--- src/rtl/sr_pkg.sv ---
// Shared definitions for the SR flip-flop bank: conflict resolution modes
// and the per-channel request pair.
package sr_pkg;

  // Resolution of a simultaneous set and reset request
  localparam int unsigned CONF_HOLD = 0;
  localparam int unsigned CONF_SET  = 1;
  localparam int unsigned CONF_RST  = 2;
  localparam int unsigned CONF_TOG  = 3;

  // One channel's request pair
  typedef struct packed {
    logic s;
    logic r;
  } sr_req_t;

endpackage

--- src/rtl/sr_ff_cell.sv ---
// Single clocked SR channel with configurable resolution of s=r=1.
// Ports:
//   clk  - rising-edge clock
//   rst  - synchronous active-high reset, loads RST_VAL
//   en   - update enable; state holds when low
//   req  - set/reset request pair
//   q    - registered channel state
module sr_ff_cell
  import sr_pkg::*;
#(
  parameter int unsigned CONF_MODE = CONF_HOLD,
  parameter logic        RST_VAL   = 1'b0
) (
  input  logic    clk,
  input  logic    rst,
  input  logic    en,
  input  sr_req_t req,
  output logic    q
);

  // Next state for a conflicting request, fixed by CONF_MODE
  logic conf_next;

  always_comb begin
    conf_next = q;
    if (CONF_MODE == CONF_SET) begin
      conf_next = 1'b1;
    end else if (CONF_MODE == CONF_RST) begin
      conf_next = 1'b0;
    end else if (CONF_MODE == CONF_TOG) begin
      conf_next = ~q;
    end
  end

  // Channel state register
  always_ff @(posedge clk) begin
    if (rst) begin
      q <= RST_VAL;
    end else if (en) begin
      case ({req.s, req.r})
        2'b01:   q <= 1'b0;
        2'b10:   q <= 1'b1;
        2'b11:   q <= conf_next;
        default: q <= q;
      endcase
    end
  end

endmodule

--- src/rtl/sr_ff_bank.sv ---
// Bank of WIDTH clocked set/reset flip-flops with sticky conflict flags and
// a saturating count of cycles that saw at least one s=r=1 conflict.
// Optional build macro SR_EDGE_EN: requests act on the rising edge of s/r
// (inputs registered internally while en=1) instead of on their level.
// Ports:
//   clk          - rising-edge clock
//   rst          - synchronous active-high reset
//   en           - global update enable
//   s, r         - per-channel set / reset requests
//   clr_err      - synchronous clear of conflict flags and counter
//   q, q_n       - channel state and its inverse (q_n combinational)
//   conflict     - sticky per-channel conflict flags
//   conflict_cnt - saturating conflict cycle count
module sr_ff_bank
  import sr_pkg::*;
#(
  parameter int unsigned       WIDTH     = 8,
  parameter int unsigned       CONF_MODE = CONF_HOLD,
  parameter int unsigned       CNT_W     = 8,
  parameter logic [WIDTH-1:0]  RST_VAL   = '0
) (
  input  logic             clk,
  input  logic             rst,
  input  logic             en,
  input  logic [WIDTH-1:0] s,
  input  logic [WIDTH-1:0] r,
  input  logic             clr_err,
  output logic [WIDTH-1:0] q,
  output logic [WIDTH-1:0] q_n,
  output logic [WIDTH-1:0] conflict,
  output logic [CNT_W-1:0] conflict_cnt
);

  localparam logic [CNT_W-1:0] CNT_MAX = '1;

  // Configuration sanity
  if (CONF_MODE > CONF_TOG) begin : g_bad_conf_mode
    $error("sr_ff_bank: CONF_MODE %0d out of range 0..3", CONF_MODE);
  end
  if (WIDTH < 1 || WIDTH > 64) begin : g_bad_width
    $error("sr_ff_bank: WIDTH %0d out of range 1..64", WIDTH);
  end

  logic [WIDTH-1:0] s_eff;
  logic [WIDTH-1:0] r_eff;

`ifdef SR_EDGE_EN
  logic [WIDTH-1:0] s_d;
  logic [WIDTH-1:0] r_d;

  // Previous request levels; only advance on enabled cycles
  always_ff @(posedge clk) begin
    if (rst) begin
      s_d <= '0;
      r_d <= '0;
    end else if (en) begin
      s_d <= s;
      r_d <= r;
    end
  end

  assign s_eff = s & ~s_d;
  assign r_eff = r & ~r_d;
`else
  assign s_eff = s;
  assign r_eff = r;
`endif

  // Channels
  for (genvar i = 0; i < int'(WIDTH); i++) begin : g_ch
    sr_req_t req;
    assign req = '{s: s_eff[i], r: r_eff[i]};

    sr_ff_cell #(
      .CONF_MODE (CONF_MODE),
      .RST_VAL   (RST_VAL[i])
    ) u_cell (
      .clk (clk),
      .rst (rst),
      .en  (en),
      .req (req),
      .q   (q[i])
    );
  end

  assign q_n = ~q;

  logic [WIDTH-1:0] conf_now;
  assign conf_now = en ? (s_eff & r_eff) : '0;

  // Sticky flags and saturating counter; clr_err beats a same-cycle conflict
  always_ff @(posedge clk) begin
    if (rst || clr_err) begin
      conflict     <= '0;
      conflict_cnt <= '0;
    end else begin
      conflict <= conflict | conf_now;
      if ((|conf_now) && (conflict_cnt != CNT_MAX)) begin
        conflict_cnt <= conflict_cnt + CNT_W'(1);
      end
    end
  end

endmodule

--- config.mk ---
export PLATFORM = sky130hd
export DESIGN_NAME = sr_ff_bank
export DESIGN_NICKNAME = d
export VERILOG_FILES = /design/src/rtl/sr_pkg.sv /design/src/rtl/sr_ff_cell.sv /design/src/rtl/sr_ff_bank.sv
export SDC_FILE = /design/constraint.sdc
export NUM_CORES = 1
export LEC_CHECK = 0
export ABC_CLOCK_PERIOD_IN_PS = 2700
export BUFFER_PORTS_ARGS = -buffer_cell sky130_fd_sc_hd__buf_2
export CAP_MARGIN = 20
export CORE_ASPECT_RATIO = 1.1
export CORE_MARGIN = 1.5
export CORE_UTILIZATION = 35
export CTS_CLUSTER_SIZE = 40
export DETAILED_ROUTE_END_ITERATION = 10
export PLACE_DENSITY = 0.57
export SLEW_MARGIN = 30
export SYNTH_ARGS = -nofsm -noshare
export SYNTH_HDL_FRONTEND = slang
export SYNTH_HIERARCHICAL = 1
export SYNTH_SLANG_ARGS = --single-unit
--- constraint.sdc ---
create_clock -name clk -period 2.7 [get_ports clk]
set_input_delay 0.405 -clock clk [delete_from_list [all_inputs] [get_ports clk]]
set_output_delay 0.405 -clock clk [all_outputs]
set_load 0.01 [all_outputs]
Word level (Yosys, flattened, before mapping)
Index checks and enable logic that the tools add are counted.

Add/subtract/negate cells: 1. Equality and inequality tests: 17. Mux-type cells: 9. Bitwise gates (word level): 3. Reductions and logical operators: 19.

Operators by type and width (number): $eq A2 B1 Y1 const B (8); $eq A2 B2 Y1 const B (8); $pmux W1 S2 (8); $reduce_and A2 Y1 (8); $reduce_bool A2 Y1 (8); $add A8 B1 Y8 const B (1); $and A8 B8 Y8 (1); $mux W8 (1); $ne A8 B8 Y1 const B (1); $not A8 Y8 (1); $or A8 B8 Y8 (1); $reduce_or A8 Y1 (1); $logic_and A1 B1 Y1 (1); $logic_or A1 B1 Y1 (1).

Bits in registers: 24. Bits of input ports: 20. Word-level logic and storage cells: 59.

Depth between registers and ports, before layout
Depth after elaboration: 4. Depth in mapped cells: 6.

By module
Netlist, hierarchy kept.

By module, submodules not included: sr_ff_bank (times used 1, cells an instance 88, area each 742.0 µm², seq. area each 320.3 µm²); sr_ff_cell (times used 8, cells an instance 7, area each 66.3 µm², seq. area each 20.0 µm²).

Worst setup path after synthesis
No wires, ideal clock.

Path kind: reg-to-reg. Start: register conflict_cnt[0]. End: register conflict_cnt[5]. Setup time: 0.071 ns. Data arrival time: 1.412 ns. Path slack: 1.218 ns. Stages on the path, launching flop included: 7. Period minus slack after synthesis: 1.482 ns. Path through: dfxtp_1 > ha_1 > nand3_1 > or2_2 > nand3_1 > or4_1 > a21oi_1.

Longest elaborated chain between the ends: 2. Elaborated cells between the ends (all ways): 3. Those cells by class: 1 x add/sub; 1 x eq/ne; 1 x reduce/logical.

Ends and longest elaborated chain: start, declared (RTL line sr_ff_bank.sv:31) `output logic [CNT_W-1:0] conflict_cnt`; start signal, assigned (RTL line sr_ff_bank.sv:99) `conflict_cnt <= conflict_cnt + CNT_W'(1);`; parallel branches: the longest is 2 deep, another holds $add A8 B1 Y8.

Parallel ways; which one is timed is not known. A chain may end at the register's enable or synchronous reset.

Final worst setup path
Start: register conflict_cnt[0]. End: register conflict_cnt[7].

The elaborated chain is that of the path after synthesis.

==> impl_metrics.env <==
export IMPL_design_power_total_mw=0.6700
export IMPL_synthArstFlopShare_pct=0
export IMPL_rsz0062_at_grt="false"
export IMPL_drt_total_wl_mm=2.865
export IMPL_ir_worst_vdd_mv=0.2903
export IMPL_syn2layout_area_growth_pct=26.06
export IMPL_synthFlopType="dfxtp_1"
export IMPL_synth_seq_cells=24
export IMPL_ys_seq_area_share_pct=37.76
export IMPL_crit_required_ns=2.96
export IMPL_cts_clk_slew_worst_paths_ns=0.13
export IMPL_synth_cells=144
export IMPL_grt_start_max_net_pins=29
export IMPL_synth_xor_area_share_pct=0
export IMPL_firstDrtPassIters=4
export IMPL_antenna_found_initial=0
export IMPL_grt_pass1_wl_mm=5.064
export IMPL_synth_area_per_cell_um2=8.837
export IMPL_start_util_pct=37.28
export IMPL_post_drt_wl_per_cell_um=11.74
export IMPL_nets=226
export IMPL_hpwl_mm=2.099
export IMPL_top_layer="met4"
export IMPL_synthesis_nets=173
export IMPL_worst_slew_pin_slew_ns=0.4395
export IMPL_cts_tree="built"
export IMPL_diodes=0
export IMPL_dpl_cell_count=240
export IMPL_place_ws_ns=0.9789
export IMPL_fin_crit_sh_pct=60.88
export IMPL_numPortBuffers=51
export IMPL_wl_met3_um=143
export IMPL_wl_met2_mm=1.397
export IMPL_dieArea_um2=4007
export IMPL_run_status="finished clean"
export IMPL_antenna_left=0
export IMPL_worstSkewPairLatency_ns=0.31
export IMPL_crit_path_end_kind="flop"
export IMPL_hold_depth=3
export IMPL_setup_ws_ns=1.056
export IMPL_ctsHoldBuffers=0
export IMPL_die_w_um=60.49
export IMPL_gp_congestion=0.8149
export IMPL_cts_resized_gates=0
export IMPL_clock_sinks=24
export IMPL_syn_cell_area_um2=1272
export IMPL_cts_root_buf="clkbuf_4"
export IMPL_fin_worst_skew_ns=0.0006921
export IMPL_final_cells=244
export IMPL_mostFrequentLayoutCell="buf_2"
export IMPL_min_period_ns=1.644
export IMPL_synth_compound_area_share_pct=16.13
export IMPL_vias=1211
export IMPL_yosysWarnings=6
export IMPL_slew_viol_final=0
export IMPL_cts_buffers=3
export IMPL_pin_count=52
export IMPL_hp_class="primary input to flop"
export IMPL_synth_edf_count=0
export IMPL_powerDensity_nw_per_um2=417.7
export IMPL_place_area_um2=1568
export IMPL_r2r_cells=6
export IMPL_num_rows=22
export IMPL_yosys_area_share_simple_pct=29.11
export IMPL_muxShareOfSynthArea_pct=1.573
export IMPL_hold_violations=0
export IMPL_grt_ovfl_total=0
export IMPL_cp_arrival_ns=1.90
export IMPL_leakagePower_nw=0.7249
export IMPL_routed_via_density=4.963
export IMPL_setup_viol=0
export IMPL_path_max_fanout=6
export IMPL_synth_fa_ha_area_share_pct=8.850
export IMPL_crit_type="flop to flop"
export IMPL_setup_tns_ns=0
export IMPL_postCtsSetupBuffers=0
export IMPL_grt_usage_pct=16.34
export IMPL_slew_headroom_pct=70.70
export IMPL_grt_pass1_vias=1172
export IMPL_drive_gt1_share_pct=30.61
export IMPL_yosys_cell_types_count=31
export IMPL_final_cell_area_um2=1604
export IMPL_drc_errors=0
export IMPL_fp_coreArea_um2=3413
export IMPL_clockBufferDepth=2
export IMPL_final_cell_mix="51 x buf_2, 24 x dfxtp_1, 17 x inv_1"
export IMPL_drt_met1_wl_mm=1.303
export IMPL_drt_iter0_drc=54
export IMPL_cts_htree_levels=1
export IMPL_fp_dieH_um=66.24
export IMPL_cp_start_kind="flop"
export IMPL_drv_cap=0
export IMPL_synth_top_family_by_area="simple AND/OR/NAND/NOR gates"
export IMPL_clock_fmax_ghz=0.6084
==> cell usage after synthesis, types with 3 or more instances <==
| cell | instances | area [um^2] |
|---|---|---|
| inv_1 | 17 | 63.81 |
| nand4bb_1 | 8 | 90.09 |
| nand2b_1 | 8 | 50.05 |
| nor2_1 | 9 | 33.78 |
| o21ai_1 | 8 | 40.04 |
| a21oi_1 | 5 | 25.02 |
| or3_1 | 4 | 25.02 |
| dfxtp_1 | 24 | 480.5 |
| a31oi_1 | 8 | 50.05 |
| nand2_1 | 6 | 22.52 |
| o21ai_0 | 4 | 20.02 |
| ha_1 | 9 | 112.6 |
| o31ai_1 | 3 | 22.52 |
| and2b_1 | 8 | 60.06 |
==> cell type report <==
| type | instances | area (um^2) |
|---|---|---|
| clock buffer | 4 | 36.28 |
| fill | 370 | 1809 |
| inverter | 17 | 63.81 |
| multi-input combinational | 100 | 708.2 |
| sequential | 24 | 480.5 |
| tap | 48 | 60.06 |
| timing repair buffer | 51 | 255.2 |
==> per-stage QoR <==
| stage | hold WS (ns) | util, % |
|---|---|---|
| 2_1_floorplan | 0.4975 | - |
| 3_3_place_gp | 0.4423 | 45.93 |
| 3_5_place_dp | 0.4497 | 45.93 |
| 4_1_cts | 0.3324 | 46.99 |
| 5_1_grt | 0.3585 | 46.99 |
| 6_report | 0.3427 | 46.99 |
==> critical path: stages, from the launching register on <==
cell,delay (ns)
dfxtp_1,0.37
ha_1,0.24
nand3_1,0.08
or2_2,0.13
nand3_1,0.17
or4_1,0.46
a21oi_1,0.15
==> cell families (layout without fill, tap and decap cells) <==
logic type | after synthesis | after routing
AO/OA/AOI/OAI | 33 | 33
multiplexers | 2 | 2
buffers and inverters | 20 | 72
flip-flops | 24 | 24
AND/OR/NAND/NOR | 56 | 56
adder cells (fa/ha/maj) | 9 | 9
==> layer usage <==
metal	vias up	track usage, %
met2	28	28.26
met1	564	19.88
met3	2	4.697
li1	617	-
met4	0	3.261
met5	-	0
==> final timing paths <==
| path | start | end | slack [ns] |
|---|---|---|---|
| setup / recovery | conflict_cnt[0] | conflict_cnt[7] | 1.06 |
| hold / removal | r[6] | conflict[6] | 0.34 |
| setup reg to reg | conflict_cnt[0] | conflict_cnt[7] | 1.06 |
| hold reg to reg | g_ch[5].u_cell/q | g_ch[5].u_cell/q | 0.49 |
==> power breakdown <==
part	switching, mW	internal, mW	total [mW]
sequential	0.00548	0.362	0.368
combinational	0.0560	0.0518	0.108
clock	0.112	0.0824	0.194
total	0.173	0.497	0.670
==> flip-flops by register name (all words and copies together), names as in the netlist <==
signal,flops
conflict,8
g_ch.u_cell/q,8
conflict_cnt,8
Note: power is estimated with default switching activity, not from simulation.
